## src/rtl/imem_ctrl.sv

```systemverilog
// imem_ctrl: sequencer/arbiter in front of a single-port, sync-read instruction memory.
// After reset it zero-fills the array. It then takes a program image from the boot loader
// and serves core fetches with 1-cycle latency. A new load can be requested from RUN.
// Optional feature macro: IMEM_ALIGN_CHECK_EN. When it is defined, misaligned fetches
// return a flagged NOP instead of reading memory.
module imem_ctrl #(
   parameter int DEPTH  = 64,
   parameter int ADDR_W = $clog2(DEPTH)
) (
   input  logic              i_clk,
   input  logic              i_rst,
   input  logic              i_load_start,
   input  logic              i_load_valid,
   input  logic [31:0]       i_load_data,
   input  logic              i_load_last,
   output logic              o_load_ready,
   output logic              o_boot_done,
   input  logic              i_fetch_req,
   input  logic [31:0]       i_fetch_addr,
   output logic              o_fetch_valid,
   output logic [31:0]       o_fetch_instr,
   output logic              o_fetch_stall,
   output logic              o_fetch_err,
   output logic              o_mem_en,
   output logic              o_mem_we,
   output logic [ADDR_W-1:0] o_mem_addr,
   output logic [31:0]       o_mem_wdata,
   input  logic [31:0]       i_mem_rdata
);

   localparam logic [1:0] S_CLEAR = 2'd0;
   localparam logic [1:0] S_IDLE  = 2'd1;
   localparam logic [1:0] S_LOAD  = 2'd2;
   localparam logic [1:0] S_RUN   = 2'd3;

   localparam logic [ADDR_W-1:0] LAST_WORD = ADDR_W'(DEPTH - 1);
   localparam logic [31:0]       NOP       = 32'h0000_0013;

   logic [1:0]        state, state_n;
   logic [ADDR_W-1:0] cnt, cnt_n;
   logic              load_acc;   // loader word written this cycle
   logic              fetch_go;   // fetch accepted (load request has priority)
   logic              fetch_mis;  // accepted fetch is misaligned
   logic              fetch_rd;   // accepted fetch that actually reads memory
   logic [31:0]       instr_q;    // last presented instruction, held between valids
   logic              unused_addr;

   // Only the word-index bits of the PC select a memory word; the rest wrap away.
   assign unused_addr = ^{i_fetch_addr[31:ADDR_W+2], i_fetch_addr[1:0]};

   assign load_acc = (state == S_LOAD) && i_load_valid;
   assign fetch_go = (state == S_RUN) && i_fetch_req && !i_load_start;
`ifdef IMEM_ALIGN_CHECK_EN
   assign fetch_mis = (i_fetch_addr[1:0] != 2'b00);
`else
   assign fetch_mis = 1'b0;
`endif
   assign fetch_rd = fetch_go && !fetch_mis;

   // Next state / word counter for the clear, load and run sequence
   always_comb begin
      state_n = state;
      cnt_n   = cnt;
      case (state)
         S_CLEAR: begin
            cnt_n = cnt + 1'b1;
            if (cnt == LAST_WORD) begin
               cnt_n   = '0;
               state_n = S_IDLE;
            end
         end
         S_IDLE: begin
            if (i_load_start) begin
               cnt_n   = '0;
               state_n = S_LOAD;
            end
         end
         S_LOAD: begin
            if (load_acc) begin
               cnt_n = cnt + 1'b1;
               // A full array ends the image even without last; never wrap over word 0.
               if (i_load_last || cnt == LAST_WORD) begin
                  cnt_n   = '0;
                  state_n = S_RUN;
               end
            end
         end
         default: begin
            if (i_load_start) begin
               cnt_n   = '0;
               state_n = S_LOAD;
            end
         end
      endcase
   end

   // Memory port drive; gated by reset so an aborted cycle never touches the array
   always_comb begin
      o_mem_en    = 1'b0;
      o_mem_we    = 1'b0;
      o_mem_addr  = cnt;
      o_mem_wdata = '0;
      if (i_rst) begin
         if (state == S_CLEAR) begin
            o_mem_en = 1'b1;
            o_mem_we = 1'b1;
         end else if (load_acc) begin
            o_mem_en    = 1'b1;
            o_mem_we    = 1'b1;
            o_mem_wdata = i_load_data;
         end else if (fetch_rd) begin
            o_mem_en   = 1'b1;
            o_mem_addr = i_fetch_addr[ADDR_W+1:2];
         end
      end
   end

   // State, counter and registered status/fetch outputs
   always_ff @(posedge i_clk) begin
      if (!i_rst) begin
         state         <= S_CLEAR;
         cnt           <= '0;
         o_load_ready  <= 1'b0;
         o_boot_done   <= 1'b0;
         o_fetch_stall <= 1'b1;
         o_fetch_valid <= 1'b0;
         instr_q       <= '0;
      end else begin
         state         <= state_n;
         cnt           <= cnt_n;
         o_load_ready  <= (state_n == S_LOAD);
         o_boot_done   <= (state_n == S_RUN);
         o_fetch_stall <= (state_n != S_RUN);
         o_fetch_valid <= fetch_go;
         instr_q       <= o_fetch_instr;
      end
   end

`ifdef IMEM_ALIGN_CHECK_EN
   logic err_q;

   // Remember that the returning fetch was misaligned so it yields a NOP
   always_ff @(posedge i_clk) begin
      if (!i_rst) err_q <= 1'b0;
      else        err_q <= fetch_go && fetch_mis;
   end

   assign o_fetch_err   = err_q;
   assign o_fetch_instr = !o_fetch_valid ? instr_q : (err_q ? NOP : i_mem_rdata);
`else
   assign o_fetch_err   = 1'b0;
   assign o_fetch_instr = o_fetch_valid ? i_mem_rdata : instr_q;
`endif

endmodule

```

## config.mk

```make
export PLATFORM = sky130hd
export DESIGN_NAME = imem_ctrl
export DESIGN_NICKNAME = d
export VERILOG_FILES = /design/src/rtl/imem_ctrl.sv
export SDC_FILE = /design/constraint.sdc
export NUM_CORES = 1
export LEC_CHECK = 0
export CAP_MARGIN = 20
export CORE_UTILIZATION = 35
export DETAILED_ROUTE_END_ITERATION = 12
export GPL_TIMING_DRIVEN = 0
export PLACE_DENSITY = 0.95
export SLEW_MARGIN = 30
export SYNTH_ARGS = -nofsm -noshare
export SYNTH_HDL_FRONTEND = slang
export SYNTH_SLANG_ARGS = --single-unit
```

## constraint.sdc

```tcl
create_clock -name i_clk -period 3.5 [get_ports i_clk]
set_input_delay 0.7 -clock i_clk [delete_from_list [all_inputs] [get_ports i_clk]]
set_output_delay 0.7 -clock i_clk [all_outputs]
set_load 0.02 [all_outputs]
```

==> results by group, run 1 <==
Setup path
  • CP max stage cell: clkdlybuf4s50_1
  • Crit path from: i_rst
  • Worst reg2reg startpoint: cnt[0]
  • WP data arrival: 2.65 ns
  • Req. time, crit path: 2.80 ns
  • Worst Setup End Kind: primary output
  • CP startpoint kind: input port
  • CP peak stage delay: 0.54 ns
  • Critical path type: in2out
  • Largest fanout on the critical path: 7
  • Crit-path most repeated cell: clkdlybuf4s50_1
  • Crit-path cells: clkdlybuf4s50_1 > nand2_4 > or3_1 > buf_6 > mux2_4 > clkdlybuf4s50_1

Logic synthesis
  • Complex-gate fraction of the synthesized area: 0.0660
  • Library cells used by synthesis: 38
  • Post-synth EDFFs: 0
  • Simple-Gate Fraction of Synth Area: 0.262
  • Main synth FF type: dfxtp_1
  • Seq/Total Area, Yosys: 0.407
  • Adder-cell share of the synthesized area: 0.00579
  • Syn Area/Cell: 10.0 um2
  • Post-Synth XOR/XNOR Area: 0
  • Ys Warns: 0
  • Mux share of post-synthesis cell area: 0.208
  • Net Count, Synth: 319
  • Largest family of logic cells by synthesized area: simple AND/OR/NAND/NOR gates
  • Post-Syn Area: 2160 um2
  • Post-synth ARST share: 0
  • Post-synthesis register bit count: 44
  • Syn Inst Count: 216

Die
  • Ports: 179
  • # rows: 28
  • Die footprint: 6500 um2
  • Die height: 80.6 um
  • Die W: 80.6 um
  • Initial Utilization: 0.363
  • Core Area: 5960 um2

Power
  • Worst-case vdd ir drop: 0.000235 V
  • Total power draw: 1.00 mW
  • Pwr Density: 258 nW/um2
  • LEAKAGE: 1.59 nW

Clock tree
  • CTS Buffer Depth: 2
  • Post-CTS setup buffer count: 0
  • CTS Root Cell: clkbuf_8
  • Clock transition at path regs: 0.08 ns
  • Clock Latency Late Sink: 0.28 ns
  • CTS H-tree depth: 2
  • Total CTS buffers: 5
  • CTS Sinks: 44
  • CTS tree: done

Routing
  • DR DRC count: 0
  • Vias per inst: 4.61
  • Via count: 2074
  • Initial drt markers: 30
  • Total length of routed wires: 5800 um
  • Post-route ant nets: 0
  • DRT Pass-1 Iters: 4
  • DR WL/cell: 12.9 um

Timing
  • Worst hold-check slack: 0.520 ns
  • Final Max Slew Viols: 0
  • RSZ-0062 raised after global routing: false
  • Final TNS setup: 0 ns
  • Worst Tran Pin Value: 0.516 ns
  • Hold Vio Cnt, Final: 0
  • Slew Limit Headroom: 0.654
  • Tmin final: 3.35 ns
  • Finish-stage setup viols: 0
  • Max Freq: 298 MHz
  • Final Cycle Share: 0.957
  • Final worst slack: 0.149 ns
  • Skew final: 0.00415 ns

Placed design
  • Setup slack at placement: 0.0810 ns
  • PortBufs: 151
  • DP HPWL: 4720 um
  • Gpl congestion: 0.809

Min path
  • Min-delay worst type: reg2reg
  • Origin of the worst min-delay path: cnt[1]

Final layout
  • Post-Route Utilization: 0.651
  • Ratio of cells with drive above 1 in the final layout: 0.155
  • Commonest non-fill, non-tap cell in the layout: clkdlybuf4s50_1
  • Most frequent cells in the layout: 151 x clkdlybuf4s50_1, 64 x and2_1, 44 x dfxtp_1
  • Filler cells: 481
  • Layout area overhead: 79.4%
  • Nets: 477
  • Ant diodes: 0

Global routing
  • Largest net degree at the start of global routing: 14
  • GRT overflow: 0
  • Vias in the first global route: 2084
  • First-pass GRT wire length: 9110 um
  • Total Routing Usage GR: 0.182
  • Initial antenna violation count: 0

Run
  • Max-Cap Viols: 0

Status
  • Status: completed
==> registers in the layout (all words and copies together) (netlist names) <==
register	cells
cnt	6
o_fetch_valid	1
state	2
o_fetch_stall	1
o_boot_done	1
instr_q	32
o_load_ready	1
==> cells by family (layout without fill, tap and decap cells) <==
logic type | count (synthesis) | in the layout
AO/OA/AOI/OAI | 22 | 22
AND/OR/NAND/NOR | 91 | 91
other | 1 | 1
buffers and inverters | 19 | 178
flip-flops | 44 | 44
adder cells (fa/ha/maj) | 1 | 1
multiplexers | 38 | 38
==> what timing repair did <==
item                       CTS  global route
setup endpoints to repair    0            24
gates resized for setup      0             6
hold buffers                 0             0
==> power breakdown <==
| part | internal, mW | switching, mW | leakage [nW] |
|---|---|---|---|
| registers | 0.503 | 0.00386 | 0.355 |
| logic | 0.0908 | 0.0305 | 1.18 |
| clock network | 0.212 | 0.162 | 0.0552 |
==> worst paths after layout <==
check,end,cells after the start,slack [ns]
setup / recovery,o_mem_addr[1],6,0.15
hold / removal,cnt[1],2,0.52
hold reg to reg,cnt[1],2,0.52
setup reg to reg,cnt[0],5,1.88
==> final cells by class <==
type                       count  area, um2  area share
buffer                        15       93.8      0.0242
clock buffer                   6       72.6      0.0187
multi-input combinational    153       1180       0.303
sequential                    44        881       0.227
timing repair buffer         151       1510       0.390
inverter                       4       15.0     0.00387
clock inverter                 2       35.0     0.00903
tap                           75       93.8      0.0242
==> critical path, delay by kind of cell <==
| family | cells | cell delay (ns) |
|---|---|---|
| AND/OR/NAND/NOR | 2 | 0.43 |
| multiplexers | 1 | 0.29 |
| buffers and inverters | 3 | 1.23 |
==> per-layer routing <==
| metal | vias up | wire, um | global-route usage |
|---|---|---|---|
| li1 | 1030 | - | - |
| met1 | 933 | 2160 | 0.177 |
| met2 | 106 | 2980 | 0.356 |
| met3 | 5 | 594 | 0.0693 |
| met4 | 0 | 55 | 0.0375 |
| met5 | - | 0 | 0 |
==> metrics by stage <==
step	instance area [um2]	std cells
floorplan	2160	216
global placement	3770	442
detailed placement	3770	442
CTS	3870	450
global route	3880	450
finish	3880	450
==> synthesized netlist by cell type, types with 2 or more instances <==
master / count / area share
clkbuf_1: 7 / 0.012
dfxtp_1: 44 / 0.41
inv_1: 4 / 0.0069
nand3_1: 3 / 0.0069
mux2_1: 4 / 0.021
buf_4: 2 / 0.0069
and2_1: 64 / 0.19
o21ai_1: 2 / 0.0046
a21oi_1: 6 / 0.014
o211ai_1: 3 / 0.010
mux2_2: 28 / 0.15
nor2b_1: 2 / 0.0058
mux2_4: 6 / 0.042
nand2_1: 5 / 0.0087
o31ai_1: 2 / 0.0069
buf_2: 3 / 0.0069
buf_6: 3 / 0.016
nor2_1: 5 / 0.0087
nand2b_1: 3 / 0.0087
o21ai_0: 2 / 0.0046
Note: power is estimated with default switching activity, not from simulation.
==> run 2: changes to the inputs <==
Settings changed: CAP_MARGIN 20 to 10, CORE_UTILIZATION 35 to 33, PLACE_DENSITY 0.95 to 0.91.
Clock period 3.5 ns to 3.54 ns, I/O delays scaled along.
==> results by group, run 2 (synthesis results as in run 1) <==
Timing
  • Slew Limit Headroom: 0.668 (was 0.654)
  • Final Cycle Share: 0.960
  • Worst Tran Pin Value: 0.494 ns (was 0.516 ns)
  • Finish-stage setup viols: 0 (unchanged)
  • Hold Vio Cnt, Final: 0 (unchanged)
  • Max Freq: 294 MHz
  • Final TNS setup: 0 ns (unchanged)
  • Final Max Slew Viols: 0 (unchanged)
  • RSZ-0062 raised after global routing: false (unchanged)
  • Tmin final: 3.40 ns
  • Skew final: 0.00269 ns (was 0.00415 ns)

Final layout
  • Largest registers: instr_q (32), cnt (6), state (2) (unchanged)
  • Largest register FFs: 32 (unchanged)
  • Ratio of cells with drive above 1 in the final layout: 0.152 (was 0.155)
  • Nets: 477 (unchanged)
  • Most frequent cells in the layout: 151 x clkdlybuf4s50_1, 64 x and2_1, 44 x dfxtp_1 (unchanged)
  • Largest Register: instr_q (unchanged)
  • Filler cells: 531 (was 481)
  • Commonest non-fill, non-tap cell in the layout: clkdlybuf4s50_1 (unchanged)
  • Layout area overhead: 78.7% (was 79.4%)
  • Ant diodes: 0 (unchanged)

Routing
  • Post-route ant nets: 0 (unchanged)
  • Total length of routed wires: 5680 um (was 5800 um)
  • DRT Pass-1 Iters: 4 (unchanged)
  • Vias per inst: 4.61 (about the same)
  • Via count: 2085 (was 2074)
  • Initial drt markers: 34 (was 30)
  • DR DRC count: 0 (unchanged)
  • DR WL/cell: 12.6 um (was 12.9 um)

Power
  • Pwr Density: 242 nW/um2 (was 258 nW/um2)
  • Worst-case vdd ir drop: 0.000156 V (was 0.000235 V)
  • LEAKAGE: 1.58 nW (was 1.59 nW)
  • Total power draw: 0.936 mW (was 1.00 mW)

Die
  • Die height: 82.9 um (was 80.6 um)
  • Ports: 179 (unchanged)
  • Die footprint: 6880 um2 (was 6500 um2)
  • # rows: 29 (was 28)
  • Initial Utilization: 0.340 (was 0.363)
  • Core Area: 6350 um2 (was 5960 um2)
  • Die W: 82.9 um (was 80.6 um)

Setup path
  • Crit path from: i_rst (unchanged)
  • Crit-path cells: clkdlybuf4s50_1 > nand2_4 > or3_1 > buf_6 > mux2_4 > clkdlybuf4s50_1 (unchanged)
  • Critical path type: in2out (unchanged)
  • CP startpoint kind: input port (unchanged)
  • Largest fanout on the critical path: 7 (unchanged)
  • WP data arrival: 2.69 ns (was 2.65 ns)
  • Buffers & Inverters on Critical Path: 3 (unchanged)
  • CP peak stage delay: 0.55 ns (was 0.54 ns)
  • CP max stage cell: clkdlybuf4s50_1 (unchanged)
  • Worst reg2reg startpoint: cnt[0] (unchanged)
  • Worst Setup End Kind: primary output (unchanged)
  • Top Family by Delay on Critical Path: buffers and inverters (unchanged)
  • Req. time, crit path: 2.83 ns (was 2.80 ns)
  • Crit-path most repeated cell: clkdlybuf4s50_1 (unchanged)

Clock tree
  • CTS Root Cell: clkbuf_8 (unchanged)
  • Clock Latency Late Sink: 0.28 ns (about the same)
  • CTS H-tree depth: 2 (unchanged)
  • CTS tree: done (unchanged)
  • CTS Buffer Depth: 2 (unchanged)
  • Total CTS buffers: 5 (unchanged)
  • CTS Sinks: 44 (unchanged)
  • Clock transition at path regs: 0.08 ns (about the same)

Global routing
  • Total Routing Usage GR: 0.169 (was 0.182)
  • GRT overflow: 0 (unchanged)
  • Largest net degree at the start of global routing: 13 (was 14)
  • Vias in the first global route: 2119 (was 2084)
  • First-pass GRT wire length: 9430 um (was 9110 um)
  • Initial antenna violation count: 0 (unchanged)

Run
  • Max-Cap Viols: 0 (unchanged)

Placed design
  • Gpl congestion: 0.790 (was 0.809)
  • PortBufs: 151 (unchanged)
  • DP HPWL: 4640 um (was 4720 um)

Min path
  • Origin of the worst min-delay path: cnt[0] (was cnt[1])
  • Min-delay worst type: reg2reg (unchanged)

Status
  • Status: completed (unchanged)
[run 2: layout make-up]
class / count / area (um2) / area share
repair buffers: 151 / 1510 / 0.391
multi-input cells: 153 / 1180 / 0.304
flip-flops and latches: 44 / 881 / 0.228
well taps: 77 / 96.3 / 0.0249
plain buffers: 15 / 93.8 / 0.0243
clock buffers: 8 / 90.1 / 0.0233
inverters: 4 / 15.0 / 0.00389
[run 2: per-stage QoR]
stage          hold slack, ns  instances  worst slack [ns]  utilization  area (um2)
2_1_floorplan           0.462        216              1.20            -        2160
3_3_place_gp            0.478        444             0.139        0.594        3770
3_5_place_dp            0.505        444             0.107        0.594        3770
4_1_cts                 0.518        452             0.106        0.608        3860
5_1_grt                 0.551        452            0.0616        0.608        3860
6_report                0.519        452             0.143        0.608        3860
[run 2: worst paths after layout]
check                  endpoint  slack, ns  depth (start not counted)
setup / recovery  o_mem_addr[1]       0.14                          6
hold / removal           cnt[0]       0.52                          2
setup reg to reg         cnt[0]       1.89                          5
hold reg to reg          cnt[0]       0.52                          2
[run 2: timing repair]
action	CTS	global route
buffers inserted	0	0
hold buffers	0	0
setup endpoints to repair	0	15
gates resized for setup	0	5
[run 2: worst min-delay path, stage by stage (launching register included)]
cell and delay (ns):
dfxtp_1 0.35, nand2_1 0.07, a21oi_1 0.06
[run 2: power by group]
| part | switching [mW] | internal [mW] | total [mW] |
|---|---|---|---|
| clock network | 0.155 | 0.159 | 0.314 |
| logic | 0.0313 | 0.0900 | 0.121 |
| registers | 0.00347 | 0.497 | 0.501 |
| total | 0.190 | 0.746 | 0.936 |
[run 2: routing by layer]
metal  part of all wire  vias to the layer above  global-route usage
li1                   -                     1030                   -
met1               0.38                      938               0.172
met2               0.52                      110               0.314
met3              0.088                        7              0.0646
met4              0.013                        0              0.0549
met5                  0                        -                   0
